==> config.mk <==
export PLATFORM = sky130hd
export DESIGN_NAME = fwd_ctrl_flat
export DESIGN_NICKNAME = d
export VERILOG_FILES = /design/src/rtl/fwd_ctrl_if.sv /design/src/rtl/fwd_ctrl.sv /design/src/flat_wrapper.sv
export SDC_FILE = /design/constraint.sdc
export NUM_CORES = 1
export LEC_CHECK = 0
export CORE_MARGIN = 2
export CORE_UTILIZATION = 44
export DETAILED_ROUTE_END_ITERATION = 8
export PLACE_DENSITY = 0.75
export SKIP_CTS_REPAIR_TIMING = 1
export SYNTH_ARGS = -nofsm -noshare
export SYNTH_HDL_FRONTEND = slang
export SYNTH_SLANG_ARGS = --single-unit
==> constraint.sdc <==
create_clock -name clk -period 1.89 [get_ports clk]
set_input_delay 0.378 -clock clk [delete_from_list [all_inputs] [get_ports clk]]
set_output_delay 0.378 -clock clk [all_outputs]
set_load 0.01 [all_outputs]
==> src/rtl/fwd_ctrl_if.sv <==
// Decode-stage operand-forwarding bundle: ID instruction fields in, EX operand selects and stall out.
interface fwd_ctrl_if;
  localparam int unsigned REG_W = 5;
  localparam int unsigned SEL_W = 2;
  localparam int unsigned CNT_W = 16;

  logic             hold;
  logic             flush;
  logic             id_valid;
  logic [REG_W-1:0] id_rs1;
  logic [REG_W-1:0] id_rs2;
  logic             id_rs1_used;
  logic             id_rs2_used;
  logic [REG_W-1:0] id_rd;
  logic             id_wen;
  logic             id_is_load;
  logic [SEL_W-1:0] fwd_sel_a;
  logic [SEL_W-1:0] fwd_sel_b;
  logic             stall;
  logic [CNT_W-1:0] stall_count;

  modport master (
    output hold, flush, id_valid, id_rs1, id_rs2, id_rs1_used, id_rs2_used,
           id_rd, id_wen, id_is_load,
    input  fwd_sel_a, fwd_sel_b, stall, stall_count
  );

  modport slave (
    input  hold, flush, id_valid, id_rs1, id_rs2, id_rs1_used, id_rs2_used,
           id_rd, id_wen, id_is_load,
    output fwd_sel_a, fwd_sel_b, stall, stall_count
  );
endinterface

==> src/rtl/fwd_ctrl.sv <==
// Operand-forwarding and load-use hazard controller for the EX-stage operand muxes.
// Tracks EX/MEM producers, registers the operand selects for the consumer's EX cycle.
module fwd_ctrl (
  input  logic        clk,
  input  logic        reset,
  fwd_ctrl_if.slave   bus
);
  localparam int unsigned REG_W = 5;
  localparam int unsigned SEL_W = 2;
  localparam int unsigned CNT_W = 16;

  localparam logic [SEL_W-1:0] SEL_RF    = 2'b00;
  localparam logic [SEL_W-1:0] SEL_EXMEM = 2'b01;
  localparam logic [SEL_W-1:0] SEL_MEMWB = 2'b10;

  logic             ex_valid_q, ex_valid_d;
  logic [REG_W-1:0] ex_rd_q, ex_rd_d;
  logic             ex_load_q, ex_load_d;
  logic             mem_valid_q;
  logic [REG_W-1:0] mem_rd_q;
  logic [SEL_W-1:0] sel_a_q, sel_a_d;
  logic [SEL_W-1:0] sel_b_q, sel_b_d;
  logic [CNT_W-1:0] stall_cnt_q, stall_cnt_d;

  logic ex_m1, ex_m2, mem_m1, mem_m2;
  logic hazard, stall_c;

  // x0 is hardwired zero, so it never matches a producer
  function automatic logic src_match(input logic             used,
                                     input logic             slot_valid,
                                     input logic [REG_W-1:0] slot_rd,
                                     input logic [REG_W-1:0] rs);
    return used & slot_valid & (slot_rd == rs) & (rs != '0);
  endfunction

  // Hazard detection, next selects and next slot contents
  always_comb begin
    ex_m1   = src_match(bus.id_rs1_used, ex_valid_q,  ex_rd_q,  bus.id_rs1);
    ex_m2   = src_match(bus.id_rs2_used, ex_valid_q,  ex_rd_q,  bus.id_rs2);
    mem_m1  = src_match(bus.id_rs1_used, mem_valid_q, mem_rd_q, bus.id_rs1);
    mem_m2  = src_match(bus.id_rs2_used, mem_valid_q, mem_rd_q, bus.id_rs2);
    hazard  = bus.id_valid & ex_load_q & (ex_m1 | ex_m2);
    stall_c = hazard & ~bus.flush;

    sel_a_d = SEL_RF;
    sel_b_d = SEL_RF;
    // EX producer is newer than MEM, so it wins when both match
    if (!(stall_c || bus.flush)) begin
      if (ex_m1 && !ex_load_q) sel_a_d = SEL_EXMEM;
      else if (mem_m1)         sel_a_d = SEL_MEMWB;
      if (ex_m2 && !ex_load_q) sel_b_d = SEL_EXMEM;
      else if (mem_m2)         sel_b_d = SEL_MEMWB;
    end

    ex_valid_d = bus.id_valid & bus.id_wen & ~stall_c & ~bus.flush;
    ex_rd_d    = bus.id_rd;
    ex_load_d  = bus.id_is_load;

    stall_cnt_d = stall_cnt_q;
    if (stall_c && (stall_cnt_q != '1)) stall_cnt_d = stall_cnt_q + CNT_W'(1);
  end

  // Pipeline slots, select registers and stall counter; frozen while hold is set
  always_ff @(posedge clk or posedge reset) begin
    if (reset) begin
      ex_valid_q  <= 1'b0;
      ex_rd_q     <= '0;
      ex_load_q   <= 1'b0;
      mem_valid_q <= 1'b0;
      mem_rd_q    <= '0;
      sel_a_q     <= SEL_RF;
      sel_b_q     <= SEL_RF;
      stall_cnt_q <= '0;
    end else if (!bus.hold) begin
      mem_valid_q <= ex_valid_q;
      mem_rd_q    <= ex_rd_q;
      ex_valid_q  <= ex_valid_d;
      ex_rd_q     <= ex_rd_d;
      ex_load_q   <= ex_load_d;
      sel_a_q     <= sel_a_d;
      sel_b_q     <= sel_b_d;
      stall_cnt_q <= stall_cnt_d;
    end
  end

  assign bus.stall       = stall_c;
  assign bus.fwd_sel_a   = sel_a_q;
  assign bus.fwd_sel_b   = sel_b_q;
  assign bus.stall_count = stall_cnt_q;
endmodule

==> src/flat_wrapper.sv <==
// flat-port wrapper written by rule: the top's interface ports become plain ports
module fwd_ctrl_flat 
  (clk, reset, bus_hold, bus_flush, bus_id_valid, bus_id_rs1, bus_id_rs2, bus_id_rs1_used, bus_id_rs2_used, bus_id_rd, bus_id_wen, bus_id_is_load, bus_fwd_sel_a, bus_fwd_sel_b, bus_stall, bus_stall_count);
  fwd_ctrl_if bus_i ();
  input  logic clk;
  input  logic reset;
  input wire logic [$bits(bus_i.hold)-1:0] bus_hold;
  input wire logic [$bits(bus_i.flush)-1:0] bus_flush;
  input wire logic [$bits(bus_i.id_valid)-1:0] bus_id_valid;
  input wire logic [$bits(bus_i.id_rs1)-1:0] bus_id_rs1;
  input wire logic [$bits(bus_i.id_rs2)-1:0] bus_id_rs2;
  input wire logic [$bits(bus_i.id_rs1_used)-1:0] bus_id_rs1_used;
  input wire logic [$bits(bus_i.id_rs2_used)-1:0] bus_id_rs2_used;
  input wire logic [$bits(bus_i.id_rd)-1:0] bus_id_rd;
  input wire logic [$bits(bus_i.id_wen)-1:0] bus_id_wen;
  input wire logic [$bits(bus_i.id_is_load)-1:0] bus_id_is_load;
  output wire logic [$bits(bus_i.fwd_sel_a)-1:0] bus_fwd_sel_a;
  output wire logic [$bits(bus_i.fwd_sel_b)-1:0] bus_fwd_sel_b;
  output wire logic [$bits(bus_i.stall)-1:0] bus_stall;
  output wire logic [$bits(bus_i.stall_count)-1:0] bus_stall_count;
  assign bus_i.hold = bus_hold;
  assign bus_i.flush = bus_flush;
  assign bus_i.id_valid = bus_id_valid;
  assign bus_i.id_rs1 = bus_id_rs1;
  assign bus_i.id_rs2 = bus_id_rs2;
  assign bus_i.id_rs1_used = bus_id_rs1_used;
  assign bus_i.id_rs2_used = bus_id_rs2_used;
  assign bus_i.id_rd = bus_id_rd;
  assign bus_i.id_wen = bus_id_wen;
  assign bus_i.id_is_load = bus_id_is_load;
  assign bus_fwd_sel_a = bus_i.fwd_sel_a;
  assign bus_fwd_sel_b = bus_i.fwd_sel_b;
  assign bus_stall = bus_i.stall;
  assign bus_stall_count = bus_i.stall_count;
  fwd_ctrl u_core (.clk(clk), .reset(reset), .bus(bus_i));
endmodule
==> results of run 1 <==
-- layout by cell type (no fill, tap or decap), types with 2 or more instances in the layout --
master	instances
buf_4	34
clkdlybuf4s50_1	33
dfrtp_1	32
xnor2_1	22
xor2_1	12
nand2_1	12
mux2_2	12
nand3_1	11
nand4_1	7
dlymetal6s2s_1	6
clkbuf_8	5
o21ai_0	4
nor2_2	3
or4_4	3
nor2_1	3
o21ai_2	3
clkbuf_2	3
o211a_1	2
nand4_4	2
nor2_4	2
nor3_1	2
and3_1	2
o31ai_1	2
nor4_1	2
clkinv_2	2
buf_6	2
-- final timing paths --
check,from,to,slack (ps),cells after the start
setup / recovery,bus_id_rs2[1],bus_stall,-180,7
hold / removal,reset,u_core.ex_rd_q[3]$_DFFE_PP0N_,480,3
setup reg to reg,u_core.ex_rd_q[4]$_DFFE_PP0N_,u_core.bus.stall_count[10]$_DFFE_PP0P_,-90,8
hold reg to reg,u_core.bus.fwd_sel_a[1]$_DFFE_PP0N_,u_core.bus.fwd_sel_a[1]$_DFFE_PP0N_,490,2
max in group asynchronous,reset,u_core.ex_rd_q[1]$_DFFE_PP0N_,1090,3
min in group clk,u_core.bus.fwd_sel_a[1]$_DFFE_PP0N_,u_core.bus.fwd_sel_a[1]$_DFFE_PP0N_,490,2
-- power by group through the flow --
stage | Combinational (uW) | Clock (uW) | Sequential, uW
after floorplan | 146 | 0 | 783
after global placement | 280 | 0 | 786
after detailed placement | 291 | 0 | 788
after CTS | 294 | 529 | 774
after global routing | 334 | 562 | 779
final | 307 | 507 | 776
-- kinds of logic (layout without fill, tap and decap cells) --
logic type               after synthesis  after routing  share of synthesized area (%)
AND/OR/NAND/NOR                       59             59                           20.5
XOR/XNOR                              35             35                           16.8
adder cells (fa/ha/maj)                1              1                          0.686
AO/OA/AOI/OAI                         16             16                           7.82
multiplexers                          13             13                           8.23
flip-flops                            33             33                           45.3
buffers and inverters                  3             87                          0.685
-- worst max-delay path: stages --
cell and delay [ps]:
buf_6 100, or4_4 530, o211a_1 270, nand4_4 100
a21oi_2 70, nor2b_4 130, buf_6 110
-- state kept, by name (all words and copies together), names as in the netlist --
name and cells:
u_core.ex_valid_q 1, u_core.bus.stall_count 16, u_core.mem_valid_q 1, u_core.bus.fwd_sel_b 2, u_core.ex_rd_q 5, u_core.bus.fwd_sel_a 2, u_core.mem_rd_q 5, u_core.ex_load_q 1
-- metrics by stage --
step                hold WS (ps)  total power (uW)  cells  area [sq um]  utilization, %
floorplan                    503               929    160          1840               -
global placement             467              1070    284          2570            64.2
detailed placement           485              1080    284          2570            64.2
CTS                          495              1600    292          2650            66.3
global route                 520              1680    294          2700            67.6
finish                       484              1590    294          2700            67.6
-- cell type report --
class                      count  area share, %
timing repair buffer          78           25.8
clock buffer                   6           2.68
inverter                       1          0.139
tap                           50           2.31
clock inverter                 2          0.370
multi-input combinational    124           38.1
sequential                    33           30.6
-- routing by layer --
layer / vias to the layer above / wire (microns)
met5: - / 0
met4: 0 / 115
met3: 10 / 255
met2: 46 / 2380
met1: 753 / 1820
li1: 732 / -
==> reports/summary.txt, run 1 <==
H-tree lvl count -> 2
RSZ-0062 raised after global routing -> yes
Sinks on Clock Net -> 33
Die ar. -> 4680 sq um
Die Span Y -> 68.4 microns
Max Fanout on Critical Path -> 2
Multi-input logic area -> 1030 sq um
Leading area contributor after synthesis -> dfrtp_1
Combinational Power Share -> 19.3%
GRT busiest layer -> met2
Clock root cell -> clkbuf_8
WL final -> 4580 microns
Most common cell in the netlist -> dfrtp_1
Setup TNS -> -464 ps
Total track usage -> 21.6%
Share of layout cells above drive strength 1 -> 34.8%
Seq/Total Area, Yosys -> 45.3%
Vias in the first global route -> 1,650
Net Sw Frac -> 26.8%
GR Util met1 -> 24.4%
Setup-failing EPs final -> 6
Global-route wire length before repair -> 7290 microns
DP Worst Slack -> -886 ps
Commonest cells in the netlist -> dfrtp_1 (33), xnor2_1 (22), xor2_1 (13), mux2_2 (12), nand2_1 (12)
Buffers added on ports -> 44
Largest net degree at the start of global routing -> 34
Failing checks -> negative setup slack
Tmin final -> 2070 ps
Worst Path Class, Setup -> in -> out
Net Count, Synth -> 185
FF/Latch Area -> 827 sq um
GRT overflow -> 0
WP data arrival -> 1690 ps
Synth top area share -> 45.3%
Max IR drop VDD -> 0.391 mV
Fin. max-slew vios -> 0
Fin nets -> 268
Io pins -> 45
Main area contributors after synthesis -> dfrtp_1 (45%), xnor2_1 (11%), mux2_2 (7.4%)
Met2 GRT Util -> 37.9%
Vias -> 1,541
Worst Path Required -> 1510 ps
DRC Markers -> 0
FMAX -> 0.484 GHz
ANT cells -> 0
EDFF count, synth -> 0
Drt pass-1 iters -> 5
Fillers -> 317
Power share of the sequential group -> 48.8%
Syn Area/Cell -> 11.4 sq um
Final hold violation count -> 0
Power Dens Cells -> 588 nW/um^2
Leak Pwr -> 0.00122 uW
MaxCap Viol Count -> 0
Status -> finished with violations
Mapped Area -> 1820 sq um
Worst relative slew slack -> 72.3%
Worst-Skew Late Latency -> 280 ps
Net Switching -> 426 uW
Initial antenna violation count -> 0
Core area -> 4000 sq um
Final worst slack -> -178 ps
Antenna Nets Post-Route -> 0
Synth unique cells -> 38
Total CTS buffers -> 5
Area delta synth->final -> 48.2%
Clock Power Share -> 31.9%
Clock skew -> 7.01 ps
Wire per inst -> 15.6 microns
Die width -> 68.4 microns
FFs w/ async S/R, synth -> 100%
Crit. End Element -> output pin
Initial detailed-routing violation count -> 111
Post-Synthesis Cells -> 160
Worst Hold Class -> in -> async
Via density -> 5.24
Slew @ Worst Pin -> 415 ps
CTS max path bufs -> 2
Clk slew on worst S/H paths -> 70 ps
Tcrit/Tclk final -> 109%
Pint -> 1160 uW
GP Congestion -> 0.866
CTS tree -> built
Top FF cell, synth -> dfrtp_1
Site row count -> 23
Worst Setup Start Kind -> primary input
Starting density of the core -> 45.6%
Met3 Resource Use GR -> 5.76%
Seq cells post-synth -> 33
Post-DP HPWL -> 3300 microns
Ys Warns -> 0
No activity file was read; power rests on OpenSTA's default activity.
==> run 2: changes to the inputs <==
Settings changed: CAP_MARGIN set to 20.
Clock period 1.89 ns to 1.8 ns, I/O delays scaled along.
==> run 2 against run 1 <==
  * The flow still finishes with violations (negative setup slack)
  * Sequential power is 5.0% higher
  * Worst hold slack got worse by 25 ps
  * Clock skew fell by 2.3 ps
  * Count of clock-buffer cells in the layout up 1
  * Cell count is 4.1% higher
  * Critical endpoint unchanged
==> reports/summary.txt, run 2 (synthesized netlist as in run 1, its figures left out) <==
Antenna Nets Post-Route -> 0 (unchanged)
WL final -> 4560 microns (-0.39%)
Net Sw Frac -> 25.5% (-1.3 points)
Min Hold Slack -> 459 ps (-24.8 ps)
Register-to-register setup slack -> -200 ps (-110 ps)
Starting density of the core -> 45.6% (unchanged)
Fillers -> 299 (-5.7%)
Placed cell count -> 294 (+3.5%)
Leak Pwr -> 0.00129 uW (+5.5%)
DP Area -> 2650 sq um (+3.2%)
Setup-failing EPs final -> 6 (unchanged)
Worst Path Required -> 1440 ps (-70 ps)
Status -> finished with violations
Clk slew on worst S/H paths -> 70 ps (about the same)
Post-DP HPWL -> 3420 microns (+3.7%)
Clock Power Share -> 35.1% (+3.2 points)
Fin area -> 2800 sq um (+3.4%)
Slowest CP cell -> or4_4
Routed met3 length -> 201 microns (-21%)
Total track usage -> 21.1% (-0.45 points)
FF/Latch Area -> 828 sq um (+0.15%)
Die width -> 68.4 microns (unchanged)
Largest net degree at the start of global routing -> 34 (unchanged)
Die Span Y -> 68.4 microns (unchanged)
Max IR drop VDD -> 0.363 mV (-7.1%)
Initial detailed-routing violation count -> 68 (-39%)
Non-filler instance count after layout -> 306 (+4.1%)
Power Dens Cells -> 626 nW/um^2 (+6.4%)
Worst relative slew slack -> 72.4% (+0.11 points)
Power Total -> 1750 uW (+10%)
ANT cells -> 0 (unchanged)
Crit. End Element -> output pin
Sinks on Clock Net -> 33 (unchanged)
CTS max path bufs -> 2 (unchanged)
Met1 Wirelength -> 1940 microns (+6.2%)
DRC Markers -> 0 (unchanged)
Routed wl met2 -> 2310 microns (-2.9%)
Net Switching -> 446 uW (+4.7%)
CP max stage delay -> 490 ps (-40 ps)
FMAX -> 0.495 GHz
Worst Path Class, Setup -> in -> out
Commonest non-fill, non-tap cell in the layout -> buf_4
Io pins -> 45 (unchanged)
Fin nets -> 280 (+4.5%)
Final hold violation count -> 0 (unchanged)
Slew @ Worst Pin -> 414 ps (-1.71 ps)
Tcrit/Tclk final -> 112%
WP data arrival -> 1660 ps (-30 ps)
RSZ-0062 raised after global routing -> yes
Via density -> 5.19 (-0.99%)
Final Util -> 69.9% (+2.3 points)
Wire per inst -> 14.9 microns (-4.3%)
Fin. max-slew vios -> 0 (unchanged)
Total CTS buffers -> 5 (unchanged)
Uppermost layer routed -> met4
Final worst slack -> -221 ps (-43.4 ps)
Share of layout cells above drive strength 1 -> 38.3% (+3.4 points)
Area delta synth->final -> 53.2%
Combinational Power Share -> 18.3% (-1.0 points)
Multi-input logic area -> 1020 sq um (-1.2%)
Vias -> 1,588 (+3.0%)
Failing checks -> negative setup slack
GP Congestion -> 0.886 (+2.4%)
Worst path bufs/invs -> 2 (unchanged)
Tmin final -> 2020 ps
Max FFs per register -> 16 (unchanged)
Initial antenna violation count -> 0 (unchanged)
Site row count -> 23 (unchanged)
Worst Hold Class -> in -> async
GRT overflow -> 0 (unchanged)
Pint -> 1300 uW (+12%)
MaxCap Viol Count -> 0 (unchanged)
Max Fanout on Critical Path -> 2 (unchanged)
Most frequent cells in the layout -> buf_4 (46), clkdlybuf4s50_1 (33), dfrtp_1 (31)
Buffers added on ports -> 44 (unchanged)
Vias in the first global route -> 1,670 (+1.2%)
CTS tree -> built
Worst path cell trace -> dlymetal6s2s_1, or4_4, o211a_1, nand4_4, a21oi_2, nor2b_4, buf_6
Core area -> 4000 sq um (unchanged)
H-tree lvl count -> 2 (unchanged)
Clock root cell -> clkbuf_8
Global-route wire length before repair -> 7220 microns (-0.95%)
Worst Setup Start Kind -> primary input
Worst-Skew Late Latency -> 280 ps (about the same)
Delay-heaviest family, CP -> simple AND/OR/NAND/NOR gates
Die ar. -> 4680 sq um (unchanged)
Clock skew -> 4.67 ps (-2.33 ps)
Power share of the sequential group -> 46.6% (-2.2 points)
Drt pass-1 iters -> 4 (-1)
## run 2: cell types whose count changed in the layout (fill, tap and decap cells not counted), sizes merged
cell and change:
buf +11, clkinv -1, clkbuf +2
## run 2: power by group through the flow
stage	combinational [uW]	sequential, uW	clock, uW
after floorplan	154	822	0
after global placement	295	826	0
after detailed placement	305	828	0
after CTS	308	814	628
after global routing	347	818	665
final	320	815	614
## run 2: worst paths after layout
kind / cells past startpoint / endpoint / from
worst max-delay path: 7 / bus_stall / bus_id_rs1[3]
worst min-delay path: 3 / u_core.bus.stall_count[4]$_DFFE_PP0P_ / reset
worst max register to register: 8 / u_core.bus.stall_count[10]$_DFFE_PP0P_ / u_core.ex_rd_q[3]$_DFFE_PP0N_
worst min register to register: 2 / u_core.bus.fwd_sel_b[1]$_DFFE_PP0N_ / u_core.bus.fwd_sel_b[1]$_DFFE_PP0N_
max in group asynchronous: 3 / u_core.bus.stall_count[0]$_DFFE_PP0P_ / reset
min in group clk: 2 / u_core.bus.fwd_sel_b[1]$_DFFE_PP0N_ / u_core.bus.fwd_sel_b[1]$_DFFE_PP0N_
## run 2: stage by stage
stage,worst slack [ps],setup TNS [ps]
6_report,-221,-1090
5_1_grt,-267,-1490
4_1_cts,-937,-5730
3_5_place_dp,-929,-11780
3_3_place_gp,-905,-10730
2_1_floorplan,-38.4,-38.4
## run 2: tightest hold or removal path, delay by kind of cell
family	cells	cell delay (ps)
buffers and inverters	3	800
## run 2: layout make-up
cell class / count / area share, %
inverter: 1 / 0.134
clock inverter: 1 / 0.179
tap: 50 / 2.24
clock buffer: 7 / 3.45
multi-input combinational: 124 / 36.4
timing repair buffer: 90 / 28.0
sequential: 33 / 29.6
## run 2: layer usage
metal / global-route usage (%) / vias to the layer above
li1: - / 760
met4: 10.5 / 0
met1: 24.3 / 773
met2: 37.4 / 46
met5: 0 / -
met3: 3.78 / 9
